File: src/rtl/borrow_select_subtractor_seq_if.sv
// Operand/result bundle for the sequential borrow-select subtractor.
// The zero output exists only when ZERO_FLAG_EN is defined.
interface borrow_select_subtractor_seq_if #(
  parameter int WIDTH = 16
);
  // Valid/ready handshake on both sides: a transfer happens on a rising clock
  // edge where valid && ready are both 1. A producer holds valid and its data
  // steady until that edge. A consumer may change ready at any time.
  logic             start_valid;
  logic             start_ready;
  logic [WIDTH-1:0] a;
  logic [WIDTH-1:0] b;
  logic             bin;
  logic             done_valid;
  logic             done_ready;
  logic [WIDTH-1:0] diff;
  logic             bout;
  logic             ovf;
`ifdef ZERO_FLAG_EN
  logic             zero;
`endif

  modport master (
    output start_valid, a, b, bin, done_ready,
    input  start_ready, done_valid, diff, bout, ovf
`ifdef ZERO_FLAG_EN
    , input zero
`endif
  );

  modport slave (
    input  start_valid, a, b, bin, done_ready,
    output start_ready, done_valid, diff, bout, ovf
`ifdef ZERO_FLAG_EN
    , output zero
`endif
  );
endinterface

File: src/rtl/borrow_select_subtractor_seq.sv
// Multi-cycle subtractor diff = a - b - bin, one SLICE-bit borrow-select slice per clock.
// Optional feature macro ZERO_FLAG_EN adds a registered zero flag on the result side.
module borrow_select_subtractor_seq #(
  parameter int WIDTH = 16,
  parameter int SLICE = 4
) (
  input  logic                          clk,
  input  logic                          rst_n,
  borrow_select_subtractor_seq_if.slave bus,
  output logic [1:0]                    dbg_state
);
  localparam int N  = WIDTH / SLICE;
  localparam int CW = (N > 1) ? $clog2(N) : 1;
  localparam logic [CW-1:0] LAST = CW'(N - 1);

  if ((WIDTH % SLICE) != 0 || SLICE < 1) begin : g_bad_cfg
    $error("WIDTH must be a non-zero multiple of SLICE");
  end

  typedef enum logic [1:0] {
    IDLE = 2'd0,
    RUN  = 2'd1,
    DONE = 2'd2
  } state_t;

  state_t           state;
  logic [CW-1:0]    cnt;
  logic             fin;
  logic             borrow_r;
  logic [WIDTH-1:0] a_r;
  logic [WIDTH-1:0] b_r;
  logic [SLICE-1:0] diff_sl [N];
  logic [WIDTH-1:0] diff_w;
  logic             bout_r;
  logic             ovf_r;
  logic             zero_r;

  logic [SLICE-1:0] a_sl [N];
  logic [SLICE-1:0] b_sl [N];
  logic [SLICE:0]   s0;
  logic [SLICE:0]   s1;
  logic [SLICE:0]   sel;

  for (genvar k = 0; k < N; k++) begin : g_slice
    assign a_sl[k] = a_r[k*SLICE +: SLICE];
    assign b_sl[k] = b_r[k*SLICE +: SLICE];
    assign diff_w[k*SLICE +: SLICE] = diff_sl[k];
  end

  // Both candidates are formed one bit wider; the top bit is the slice borrow-out.
  always_comb begin
    s0  = {1'b0, a_sl[cnt]} - {1'b0, b_sl[cnt]};
    s1  = {1'b0, a_sl[cnt]} - {1'b0, b_sl[cnt]} - {{SLICE{1'b0}}, 1'b1};
    sel = borrow_r ? s1 : s0;
  end

  always_ff @(posedge clk) begin
    if (!rst_n) begin
      state    <= IDLE;
      cnt      <= '0;
      fin      <= 1'b0;
      borrow_r <= 1'b0;
      a_r      <= '0;
      b_r      <= '0;
      bout_r   <= 1'b0;
      ovf_r    <= 1'b0;
      zero_r   <= 1'b0;
      for (int k = 0; k < N; k++) diff_sl[k] <= '0;
    end else begin
      case (state)
        IDLE: begin
          if (bus.start_valid) begin
            a_r      <= bus.a;
            b_r      <= bus.b;
            borrow_r <= bus.bin;
            cnt      <= '0;
            fin      <= 1'b0;
            state    <= RUN;
          end
        end
        RUN: begin
          // After the last slice lands, one more cycle derives the flags from the full diff.
          if (fin) begin
            ovf_r  <= (a_r[WIDTH-1] != b_r[WIDTH-1]) && (diff_w[WIDTH-1] != a_r[WIDTH-1]);
            zero_r <= (diff_w == '0);
            fin    <= 1'b0;
            cnt    <= '0;
            state  <= DONE;
          end else begin
            diff_sl[cnt] <= sel[SLICE-1:0];
            borrow_r     <= sel[SLICE];
            if (cnt == LAST) begin
              bout_r <= sel[SLICE];
              fin    <= 1'b1;
            end else begin
              cnt <= cnt + 1'b1;
            end
          end
        end
        DONE: begin
          if (bus.done_ready) state <= IDLE;
        end
        default: state <= IDLE;
      endcase
    end
  end

  assign bus.start_ready = (state == IDLE);
  assign bus.done_valid  = (state == DONE);
  assign bus.diff        = diff_w;
  assign bus.bout        = bout_r;
  assign bus.ovf         = ovf_r;
  assign dbg_state       = state;

`ifdef ZERO_FLAG_EN
  assign bus.zero = zero_r;
`else
  logic unused_zero;
  assign unused_zero = zero_r;
`endif
endmodule

File: src/flat_wrapper.sv
// flat-port wrapper written by rule: the top's interface ports become plain ports
module borrow_select_subtractor_seq_flat 
#(
  parameter int WIDTH = 16,
  parameter int SLICE = 4
)
  (clk, rst_n, dbg_state, bus_start_valid, bus_a, bus_b, bus_bin, bus_done_ready, bus_start_ready, bus_done_valid, bus_diff, bus_bout, bus_ovf);
  borrow_select_subtractor_seq_if #(.WIDTH(WIDTH)) bus_i ();
  input  logic clk;
  input  logic rst_n;
  output logic [1:0] dbg_state;
  input wire logic [$bits(bus_i.start_valid)-1:0] bus_start_valid;
  input wire logic [$bits(bus_i.a)-1:0] bus_a;
  input wire logic [$bits(bus_i.b)-1:0] bus_b;
  input wire logic [$bits(bus_i.bin)-1:0] bus_bin;
  input wire logic [$bits(bus_i.done_ready)-1:0] bus_done_ready;
  output wire logic [$bits(bus_i.start_ready)-1:0] bus_start_ready;
  output wire logic [$bits(bus_i.done_valid)-1:0] bus_done_valid;
  output wire logic [$bits(bus_i.diff)-1:0] bus_diff;
  output wire logic [$bits(bus_i.bout)-1:0] bus_bout;
  output wire logic [$bits(bus_i.ovf)-1:0] bus_ovf;
  assign bus_i.start_valid = bus_start_valid;
  assign bus_i.a = bus_a;
  assign bus_i.b = bus_b;
  assign bus_i.bin = bus_bin;
  assign bus_i.done_ready = bus_done_ready;
  assign bus_start_ready = bus_i.start_ready;
  assign bus_done_valid = bus_i.done_valid;
  assign bus_diff = bus_i.diff;
  assign bus_bout = bus_i.bout;
  assign bus_ovf = bus_i.ovf;
  borrow_select_subtractor_seq #(.WIDTH(WIDTH), .SLICE(SLICE)) u_core (.clk(clk), .rst_n(rst_n), .bus(bus_i), .dbg_state(dbg_state));
endmodule
File: config.mk
export PLATFORM = sky130hd
export DESIGN_NAME = borrow_select_subtractor_seq_flat
export DESIGN_NICKNAME = d
export VERILOG_FILES = /design/src/rtl/borrow_select_subtractor_seq_if.sv /design/src/rtl/borrow_select_subtractor_seq.sv /design/src/flat_wrapper.sv
export SDC_FILE = /design/constraint.sdc
export NUM_CORES = 1
export LEC_CHECK = 0
export ABC_AREA = 1
export BUFFER_PORTS_ARGS = -buffer_cell sky130_fd_sc_hd__buf_2
export CAP_MARGIN = 40
export CORE_AREA = 4 4 73 75
export CTS_BUF_LIST = sky130_fd_sc_hd__clkbuf_16
export DETAILED_ROUTE_END_ITERATION = 7
export DIE_AREA = 0 0 77 79
export HOLD_SLACK_MARGIN = 0.05
export PLACE_DENSITY = 0.91
export SLEW_MARGIN = 20
export SYNTH_ARGS = -nofsm -noshare
export SYNTH_HDL_FRONTEND = slang
export SYNTH_SLANG_ARGS = --single-unit
File: constraint.sdc
create_clock -name clk -period 6.7 [get_ports clk]
set_clock_uncertainty 0.2 [all_clocks]
set_input_delay 0.335 -clock clk [delete_from_list [all_inputs] [get_ports clk]]
set_output_delay 0.335 -clock clk [all_outputs]
set_load 0.05 [all_outputs]
==> run summary, run 1 <==
Synth top area share = 30.7%
Seq cells post-synth = 56
H-Tree Depth = 2
Peak Freq = 307 MHz
GRT Total Usage = 19.1%
Post_cts resized = 0
Crit end category = flip-flop
Status = complete, no violations
PD cells = 302 nW/um^2
Synth area leaders = dfxtp_1 31%, edfxtp_1 18%, nor2_1 13%
Synth Instances = 323
Critical Path AT = 3.21 ns
Fin crit period = 3.25 ns
Share of post-route cells with drive strength above 1 = 22.1%
Clock Latency Late Sink = 0.29 ns
Post-synthesis sequential area ratio = 49.2%
Crit Path Max Fanout = 20
R2r worst-path depth = 13
Slew headroom = 49.2%
CTS tree = built
Complex-gate fraction of the synthesized area = 14.8%
Critical path data required time = 6.65 ns
PortBufs = 58
Vias = 2,263
Multiplexer share of the synthesized area = 0.432%
Core Util, Final = 65.8%
Setup Viol. Count Final = 0
Post-DP HPWL = 4010 um
Post-Synth Adder-Cell Area = 3.65%
Clk sinks = 56
Num CTS Buffers = 5
Max IR drop VDD = 0.189 mV
Synth Cell Area = 2610 um^2
Avg Cell Area, Syn = 8.07 um^2
Synth area leader = dfxtp_1
Die ar. = 6080 um^2
Post-Synth XOR/XNOR Area = 0.672%
Vias in the first global route = 2,202
ANT nets after route = 0
Period Utilization, post-route = 48.5%
Main synth FF type = dfxtp_1
CP Class = reg -> reg
Post-synthesis simple-gate area fraction = 24.5%
Clock slew at reported path FFs = 0.07 ns
Fraction of registers with async set/reset = 0%
Max Cap Viol = 0
Mapped Nets = 367
Vias per cell = 5.26
Total grt overflow = 0
Initial DRT Pass Iterations = 4
Post-CTS Setup Repair Bufs = 0
Root Buffer = clkbuf_16
EDFF count, synth = 16
Post-synth top cells = 89 x nor2_1, 43 x o21ai_0, 40 x dfxtp_1
Drt total wl = 5600 um
Largest net degree at the start of global routing = 42
WL per Instance = 13.0 um
Worst Setup Slack, final = 3.45 ns
Slew Limit Fails = 0
Final Hold Viols = 0
Ys Warns = 0
Final nets = 419
GP Congestion = 0.877
Count leader, synth = nor2_1
Initial antenna violation count = 0
Measured slew at the worst slew-check pin = 0.756 ns
Placed cell count = 421
Iter 0 DRT Violations = 186
Hold WC Path Type = in -> reg
Hold path depth = 3
Initial Utilization = 55.9%
CTS Hold Buffers Added = 0
FF+latch area = 1280 um^2
Multi-input gate area = 1150 um^2
FP Rows = 25
Drc violations = 0
Ports = 59
N_diodes = 0
Fill count = 401
Setup TNS = 0 ns
First-pass GRT wire length = 9270 um
Core area = 4660 um^2
Die height = 79 um
Reg2Reg Setup Slack = 3.45 ns
Yosys cell types = 32
RSZ-0062 raised after global routing = no
Area added between synthesis and finish = 17.7%
Final std cells w/o fill = 430
Die width = 77 um
Setup WS pre-CTS = 2.94 ns
Startpoint Class = flip-flop
Leakage = 1.43 nW
CTS max path bufs = 2
Largest family of logic cells by synthesized area = simple AND/OR/NAND/NOR gates
[flip-flops by register name, summed over array words and instances (netlist names)]
name / cells
u_core.dbg_state: 2
u_core.fin: 1
u_core.bus.ovf: 1
u_core.borrow_r: 1
u_core.cnt: 2
u_core.bus.bout: 1
u_core.b_r: 16
u_core.diff_sl: 16
u_core.a_r: 16
[cell type report]
type	count	area share [%]
clock buffer	5	4.08
clock inverter	3	1.22
inverter	27	3.39
multi-input combinational	226	37.4
sequential	56	41.8
tap	54	2.20
timing repair buffer	59	9.95
[path summary, 6_finish.rpt]
kind,from,end
max,u_core.cnt[0]$_SDFFE_PN0P_,u_core.diff_sl[2][2]$_SDFFCE_PN0P_
min,bus_b[2],u_core.b_r[2]$_SDFFE_PN0P_
max reg2reg,u_core.cnt[0]$_SDFFE_PN0P_,u_core.diff_sl[2][2]$_SDFFCE_PN0P_
min reg2reg,u_core.bus.ovf$_SDFFE_PN0P_,u_core.bus.ovf$_SDFFE_PN0P_
[worst max-delay path: stages, from the launching register on]
cell and delay (ns):
dfxtp_1 0.37, buf_8 0.19, clkinv_1 0.39, o21ai_0 0.30, o22ai_1 0.10, ha_1 0.22
fa_1 0.53, ha_1 0.16, nand2_1 0.09, nor2_1 0.20, inv_1 0.07, nand2_1 0.08
nand2_1 0.09, nor2_1 0.12
[per-layer routing]
layer  up-vias  routed length [um]  track usage (%)
met5         -                   0                0
met1      1024                2250             21.4
met2        69                2870             33.2
met3        13                 325             3.74
li1       1157                   -                -
met4         0                 160             12.5
[cell families after synthesis]
logic type,after synthesis
AO/OA/AOI/OAI,69
XOR/XNOR,2
adder cells (fa/ha/maj),7
buffers and inverters,41
multiplexers,1
flip-flops,56
AND/OR/NAND/NOR,147
[power by group]
part,internal [mW],switching (mW),leakage (nW)
sequential,0.376,0.0167,0.497
combinational,0.0795,0.170,0.853
clock,0.174,0.110,0.0789
[through the flow]
stage	total power, mW	hold WS, ns	area, um^2
2_1_floorplan	0.584	0.249	2610
3_3_place_gp	0.626	0.256	2890
3_5_place_dp	0.640	0.258	2890
4_1_cts	0.925	0.0903	3050
5_1_grt	0.974	0.0953	3070
6_report	0.926	0.0878	3070
[cell usage in the layout, fill, tap and decap left out, types with 2 or more instances in the layout]
| master | instances |
|---|---|
| nor2_1 | 89 |
| buf_2 | 58 |
| o21ai_0 | 43 |
| dfxtp_1 | 40 |
| nand2_1 | 39 |
| inv_1 | 22 |
| edfxtp_1 | 16 |
| a21oi_1 | 15 |
| nand3_1 | 7 |
| ha_1 | 6 |
| clkbuf_16 | 5 |
| clkinv_1 | 3 |
| inv_2 | 3 |
| o22ai_1 | 3 |
| nand2_2 | 3 |
| a32o_1 | 2 |
| nor2_4 | 2 |
| nor2_8 | 2 |
| xor2_1 | 2 |
| nand2_4 | 2 |
| o31ai_1 | 2 |
| nor2_2 | 2 |
Note: power is estimated with default switching activity, not from simulation.
==> run 2, diff against run 1 <==
- CORE_AREA: 4 4 73 75 -> 4 4 76 78
- DIE_AREA: 0 0 77 79 -> 0 0 80 82
- PLACE_DENSITY: 0.91 -> 0.85
- clock period: 6.7 -> 3 ns (I/O delays scaled with it)
==> run 2 against run 1 <==
Combinational power grew 130%. Register-to-register slack got worse by 3.2 ns. Maximum frequency increased by 17%. Cell area grew 13%. Sequential share of layout area is 4.8 points lower. Sequential power rose by 120%. Critical path type unchanged. Largest cell class unchanged. Largest power group unchanged.
==> run summary, run 2 (synthesis results as in run 1) <==
Final instance area = 3470 um^2 (was 3070 um^2)
Max IR drop VDD = 0.356 mV (was 0.189 mV)
WL per Instance = 11.9 um (was 13.0 um)
PortBufs = 58 (unchanged)
Most frequent cells in the layout = 89 x nor2_1, 58 x buf_2, 43 x o21ai_0 (unchanged)
Num CTS Buffers = 5 (unchanged)
ANT nets after route = 0 (unchanged)
Hold WC Path Type = in -> reg (unchanged)
Total grt overflow = 0 (unchanged)
Reg2Reg Setup Slack = 0.21 ns (was 3.45 ns)
GRT Total Usage = 19.3% (was 19.1%)
Clock Latency Late Sink = 0.29 ns (about the same)
Startpoint Class = flip-flop (unchanged)
Area added between synthesis and finish = 33.1% (was 17.7%)
Die ar. = 6560 um^2 (was 6080 um^2)
Iter 0 DRT Violations = 108 (was 186)
Final Hold Viols = 0 (unchanged)
PD cells = 602 nW/um^2 (was 302 nW/um^2)
R2r worst-path depth = 12 (was 13)
Setup TNS = 0 ns (unchanged)
Critical path data required time = 2.95 ns (was 6.65 ns)
Max Cap Viol = 0 (unchanged)
CTS max path bufs = 2 (unchanged)
Largest regs = u_core.a_r x16, u_core.b_r x16, u_core.diff_sl x16 (unchanged)
GP Congestion = 0.877 (about the same)
Clock slew at reported path FFs = 0.06 ns (was 0.07 ns)
Die width = 80 um (was 77 um)
Critical Path AT = 2.73 ns (was 3.21 ns)
Core area = 5070 um^2 (was 4660 um^2)
Initial DRT Pass Iterations = 4 (unchanged)
Worst Setup Slack, final = 0.213 ns (was 3.45 ns)
H-Tree Depth = 2 (unchanged)
Post-CTS Setup Repair Bufs = 0 (unchanged)
Setup Viol. Count Final = 0 (unchanged)
Fin crit period = 2.79 ns (was 3.25 ns)
Post-DP HPWL = 4040 um (was 4010 um)
Post-Place Cell Area = 2950 um^2 (was 2890 um^2)
Vias in the first global route = 2,302 (was 2,202)
Status = complete, no violations (unchanged)
Clk sinks = 56 (unchanged)
Root Buffer = clkbuf_16 (unchanged)
Final nets = 458 (was 419)
Vias = 2,408 (was 2,263)
Crit Path Max Fanout = 20 (unchanged)
CP Class = reg -> reg (unchanged)
Initial antenna violation count = 0 (unchanged)
Setup crit end = u_core.diff_sl[2][2]$_SDFFCE_PN0P_ (unchanged)
Slew Limit Fails = 0 (unchanged)
Drc violations = 0 (unchanged)
Reg2reg start = u_core.cnt[0]$_SDFFE_PN0P_ (unchanged)
Initial Utilization = 51.4% (was 55.9%)
Crit end category = flip-flop (unchanged)
Slew headroom = 54.6% (was 49.2%)
Core Util, Final = 68.4% (was 65.8%)
N_diodes = 0 (unchanged)
Commonest non-fill, non-tap cell in the layout = nor2_1 (unchanged)
Leakage = 1.59 nW (was 1.43 nW)
Share of post-route cells with drive strength above 1 = 21.4% (was 22.1%)
Die height = 82 um (was 79 um)
Drt total wl = 5760 um (was 5600 um)
Peak Freq = 359 MHz (was 307 MHz)
CTS tree = built (unchanged)
FP Rows = 26 (was 25)
Vias per cell = 4.96 (was 5.26)
Setup WS pre-CTS = 0.226 ns (was 2.94 ns)
First-pass GRT wire length = 10,000 um (was 9270 um)
RSZ-0062 raised after global routing = no (unchanged)
Largest net degree at the start of global routing = 41 (was 42)
Period Utilization, post-route = 92.9% (was 48.5%)
CP startpoint = u_core.cnt[0]$_SDFFE_PN0P_ (unchanged)
Min Hold Slack = 0.203 ns (was 0.0878 ns)
Measured slew at the worst slew-check pin = 0.675 ns (was 0.756 ns)
Worst r2r dst = u_core.diff_sl[2][2]$_SDFFCE_PN0P_ (unchanged)
Ports = 59 (unchanged)
[run 2: final cells by class]
type                    count  area, um^2
flip-flops and latches     56        1280
multi-input cells         226        1150
clock buffers               5         125
repair buffers             98         682
well taps                  70        87.6
fillers                   425        1610
clock inverters             3        38.8
inverters                  27         108
[run 2: how the worst min path moves through the flow]
stage | start | endpoint | slack, ns | depth (start not counted)
2_1_floorplan | bus_a[10] | u_core.a_r[10]$_SDFFE_PN0P_ | 0.11 | 2
3_3_place_gp | bus_b[9] | u_core.b_r[9]$_SDFFE_PN0P_ | 0.20 | 3
3_5_place_dp | bus_b[0] | u_core.b_r[0]$_SDFFE_PN0P_ | 0.21 | 3
4_1_cts | bus_start_valid | u_core.a_r[15]$_SDFFE_PN0P_ | 0.21 | 4
5_1_grt | bus_start_valid | u_core.b_r[15]$_SDFFE_PN0P_ | 0.24 | 4
6_report | bus_start_valid | u_core.a_r[15]$_SDFFE_PN0P_ | 0.20 | 4
[run 2: critical path: stages (launching register included)]
cell and delay (ns):
dfxtp_1 0.40, buf_6 0.23, nand2_1 0.08, a32o_1 0.25
ha_1 0.22, fa_1 0.54, ha_1 0.16, nand2_1 0.06
nor2_1 0.18, inv_1 0.06, nand2_1 0.07, nand2_1 0.08
nor2_1 0.12
[run 2: where the power goes]
group          internal (mW)  switching, mW
clock network          0.389          0.247
logic                  0.212          0.369
registers              0.840         0.0325
[run 2: timing repair]
| action | in CTS | in global routing |
|---|---|---|
| endpoints found under the setup margin | 0 | 2 |
| hold endpoints to repair | 35 | 0 |
| gates resized for setup | 0 | 2 |
| hold buffers | 35 | 0 |
[run 2: routing by layer]
metal  vias to the layer above  track usage (%)  wire, um
met1                      1093             22.6      2340
met5                         -                0         0
met3                        11             3.95       309
met2                        65             35.4      3010
met4                         0             6.08        99
li1                       1239                -         -
[run 2: stage by stage]
step | total power [mW] | std cells
after floorplan | 1.30 | 323
after global placement | 1.41 | 442
final | 2.09 | 485
after global routing | 2.21 | 485
after CTS | 2.10 | 485
after detailed placement | 1.43 | 442
==> run 3, diff against run 2 <==
- CORE_AREA: 4 4 76 78 -> 4 4 80 82
- DIE_AREA: 0 0 80 82 -> 0 0 84 86
- PLACE_DENSITY: 0.85 -> 0.78
==> run 3 against run 2 <==
Non-clock buffer count is 3 higher. Sequential cell count stayed put. Clock power is 2% higher. Worst setup slack better by 0.016 ns. Via count is 0.46% higher. Cell area is 1.4% higher. Die area is 10% higher. Critical endpoint is now u_core.borrow_r$_SDFFE_PN0P_. Largest power group unchanged.
==> run summary, run 3 (synthesis results as in run 1) <==
Die ar. = 7220 um^2 (was 6560 um^2)
Total grt overflow = 0 (unchanged)
Post-DP HPWL = 4200 um (was 4040 um)
CTS max path bufs = 2 (unchanged)
Min Hold Slack = 0.0617 ns (was 0.203 ns)
Post-Place Cell Area = 2950 um^2 (about the same)
Max Cap Viol = 0 (unchanged)
Measured slew at the worst slew-check pin = 0.775 ns (was 0.675 ns)
Fin crit period = 2.77 ns (was 2.79 ns)
First-pass GRT wire length = 10,300 um (was 10,000 um)
Setup TNS = 0 ns (unchanged)
Area added between synthesis and finish = 35.0% (was 33.1%)
Largest regs = u_core.a_r x16, u_core.b_r x16, u_core.diff_sl x16 (unchanged)
Pwr Total = 2.12 mW (was 2.09 mW)
Crit-path leading delay family = adder cells (unchanged)
Critical path data required time = 3.02 ns (was 2.95 ns)
Drt total wl = 5990 um (was 5760 um)
Vias in the first global route = 2,423 (was 2,302)
CP Class = reg -> reg (unchanged)
CP most frequent cell = nand2_1 (unchanged)
FP Rows = 28 (was 26)
CTS tree = built (unchanged)
GP Congestion = 0.901 (was 0.877)
Core area = 5750 um^2 (was 5070 um^2)
Clk sinks = 56 (unchanged)
Ports = 59 (unchanged)
Vias = 2,419 (was 2,408)
Root Buffer = clkbuf_16 (unchanged)
Share of post-route cells with drive strength above 1 = 22.7% (was 21.4%)
WL per Instance = 12.2 um (was 11.9 um)
Die height = 86 um (was 82 um)
CP startpoint = u_core.cnt[0]$_SDFFE_PN0P_ (unchanged)
PD cells = 602 nW/um^2 (about the same)
Startpoint Class = flip-flop (unchanged)
Most frequent cells in the layout = 88 x nor2_1, 58 x buf_2, 43 x o21ai_0 (was 89 x nor2_1, 58 x buf_2, 43 x o21ai_0)
Final std cells w/o fill = 493 (was 485)
Final Hold Viols = 0 (unchanged)
GRT Total Usage = 17.3% (was 19.3%)
Hold Startpoint = rst_n (was bus_start_valid)
Fill count = 495 (was 425)
Largest net degree at the start of global routing = 41 (unchanged)
Worst Setup Slack, final = 0.229 ns (was 0.213 ns)
CP max stage delay = 0.53 ns (was 0.54 ns)
Period Utilization, post-route = 92.4% (was 92.9%)
RSZ-0062 raised after global routing = no (unchanged)
Initial DRT Pass Iterations = 4 (unchanged)
Crit end category = flip-flop (unchanged)
Hold WC Path Type = in -> reg (unchanged)
Setup Viol. Count Final = 0 (unchanged)
Critical Path AT = 2.79 ns (was 2.73 ns)
Status = complete, no violations (unchanged)
Slew Limit Fails = 0 (unchanged)
Iter 0 DRT Violations = 87 (was 108)
Initial antenna violation count = 0 (unchanged)
Max IR drop VDD = 0.293 mV (was 0.356 mV)
Peak Freq = 361 MHz (was 359 MHz)
CP max stage cell = fa_1 (unchanged)
Leakage = 1.61 nW (was 1.59 nW)
Slew headroom = 47.9% (was 54.6%)
Crit Path Max Fanout = 20 (unchanged)
Initial Utilization = 45.4% (was 51.4%)
Drc violations = 0 (unchanged)
Core Util, Final = 61.2% (was 68.4%)
Final instance area = 3520 um^2 (was 3470 um^2)
Clock slew at reported path FFs = 0.07 ns (was 0.06 ns)
CP Cell Sequence = buf_8 -> nand2_1 -> a32o_1 -> ha_1 -> fa_1 -> ha_1 -> nand2_1 -> nor2_2 -> nand3_1 -> nand2_1 -> nand3_1 -> a21oi_1 (was buf_6 -> nand2_1 -> a32o_1 -> ha_1 -> fa_1 -> ha_1 -> nand2_1 -> nor2_1 -> inv_1 -> nand2_1 -> nand2_1 -> nor2_1)
CP Buf/Inv Count = 1 (was 2)
ANT nets after route = 0 (unchanged)
Clock Latency Late Sink = 0.29 ns (about the same)
N_diodes = 0 (unchanged)
Commonest non-fill, non-tap cell in the layout = nor2_1 (unchanged)
Die width = 84 um (was 80 um)
PortBufs = 58 (unchanged)
Placed cell count = 447 (was 442)
Vias per cell = 4.91 (was 4.96)
Reg2reg start = u_core.cnt[0]$_SDFFE_PN0P_ (unchanged)
Setup WS pre-CTS = 0.0862 ns (was 0.226 ns)
Num CTS Buffers = 5 (unchanged)
Final nets = 461 (was 458)
H-Tree Depth = 2 (unchanged)
[run 3: path summary, 6_finish.rpt]
check	endpoint	slack, ns	cells after the start
worst min register to register	u_core.bus.ovf$_SDFFE_PN0P_	0.27	2
worst min-delay path	u_core.dbg_state[0]$_SDFFE_PN0P_	0.06	3
worst max register to register	u_core.borrow_r$_SDFFE_PN0P_	0.23	12
worst max-delay path	u_core.borrow_r$_SDFFE_PN0P_	0.23	12
[run 3: worst register-to-register path, stage by stage, from the launching register on]
cell	delay, ns
dfxtp_1	0.41
buf_8	0.22
nand2_1	0.07
a32o_1	0.25
ha_1	0.22
fa_1	0.53
ha_1	0.15
nand2_1	0.07
nor2_2	0.16
nand3_1	0.09
nand2_1	0.09
nand3_1	0.08
a21oi_1	0.14
[run 3: area by class of cell]
| cell class | count | area (um^2) | area share (%) |
|---|---|---|---|
| flip-flops and latches | 56 | 1280 | 36.4 |
| multi-input cells | 226 | 1150 | 32.7 |
| inverters | 27 | 108 | 3.06 |
| clock buffers | 5 | 125 | 3.56 |
| repair buffers | 101 | 718 | 20.4 |
| well taps | 75 | 93.8 | 2.67 |
| clock inverters | 3 | 42.5 | 1.21 |
[run 3: per-layer routing]
layer	global-route usage (%)	vias to the layer above	routed length (um)
met5	0	-	0
met1	19.7	1097	2490
met4	6.14	0	131
met3	3.94	13	306
met2	31.9	69	3060
li1	-	1240	-
[run 3: power by group]
| group | switching [mW] | internal, mW | leakage, nW |
|---|---|---|---|
| registers | 0.0340 | 0.840 | 0.497 |
| logic | 0.379 | 0.221 | 1.04 |
| clock network | 0.254 | 0.391 | 0.0760 |
[run 3: timing repair]
action,CTS,global route
hold buffers,34,0
endpoints found under the hold margin,34,0
resized for setup,0,4
setup buffers,0,4
setup endpoints to repair,0,13
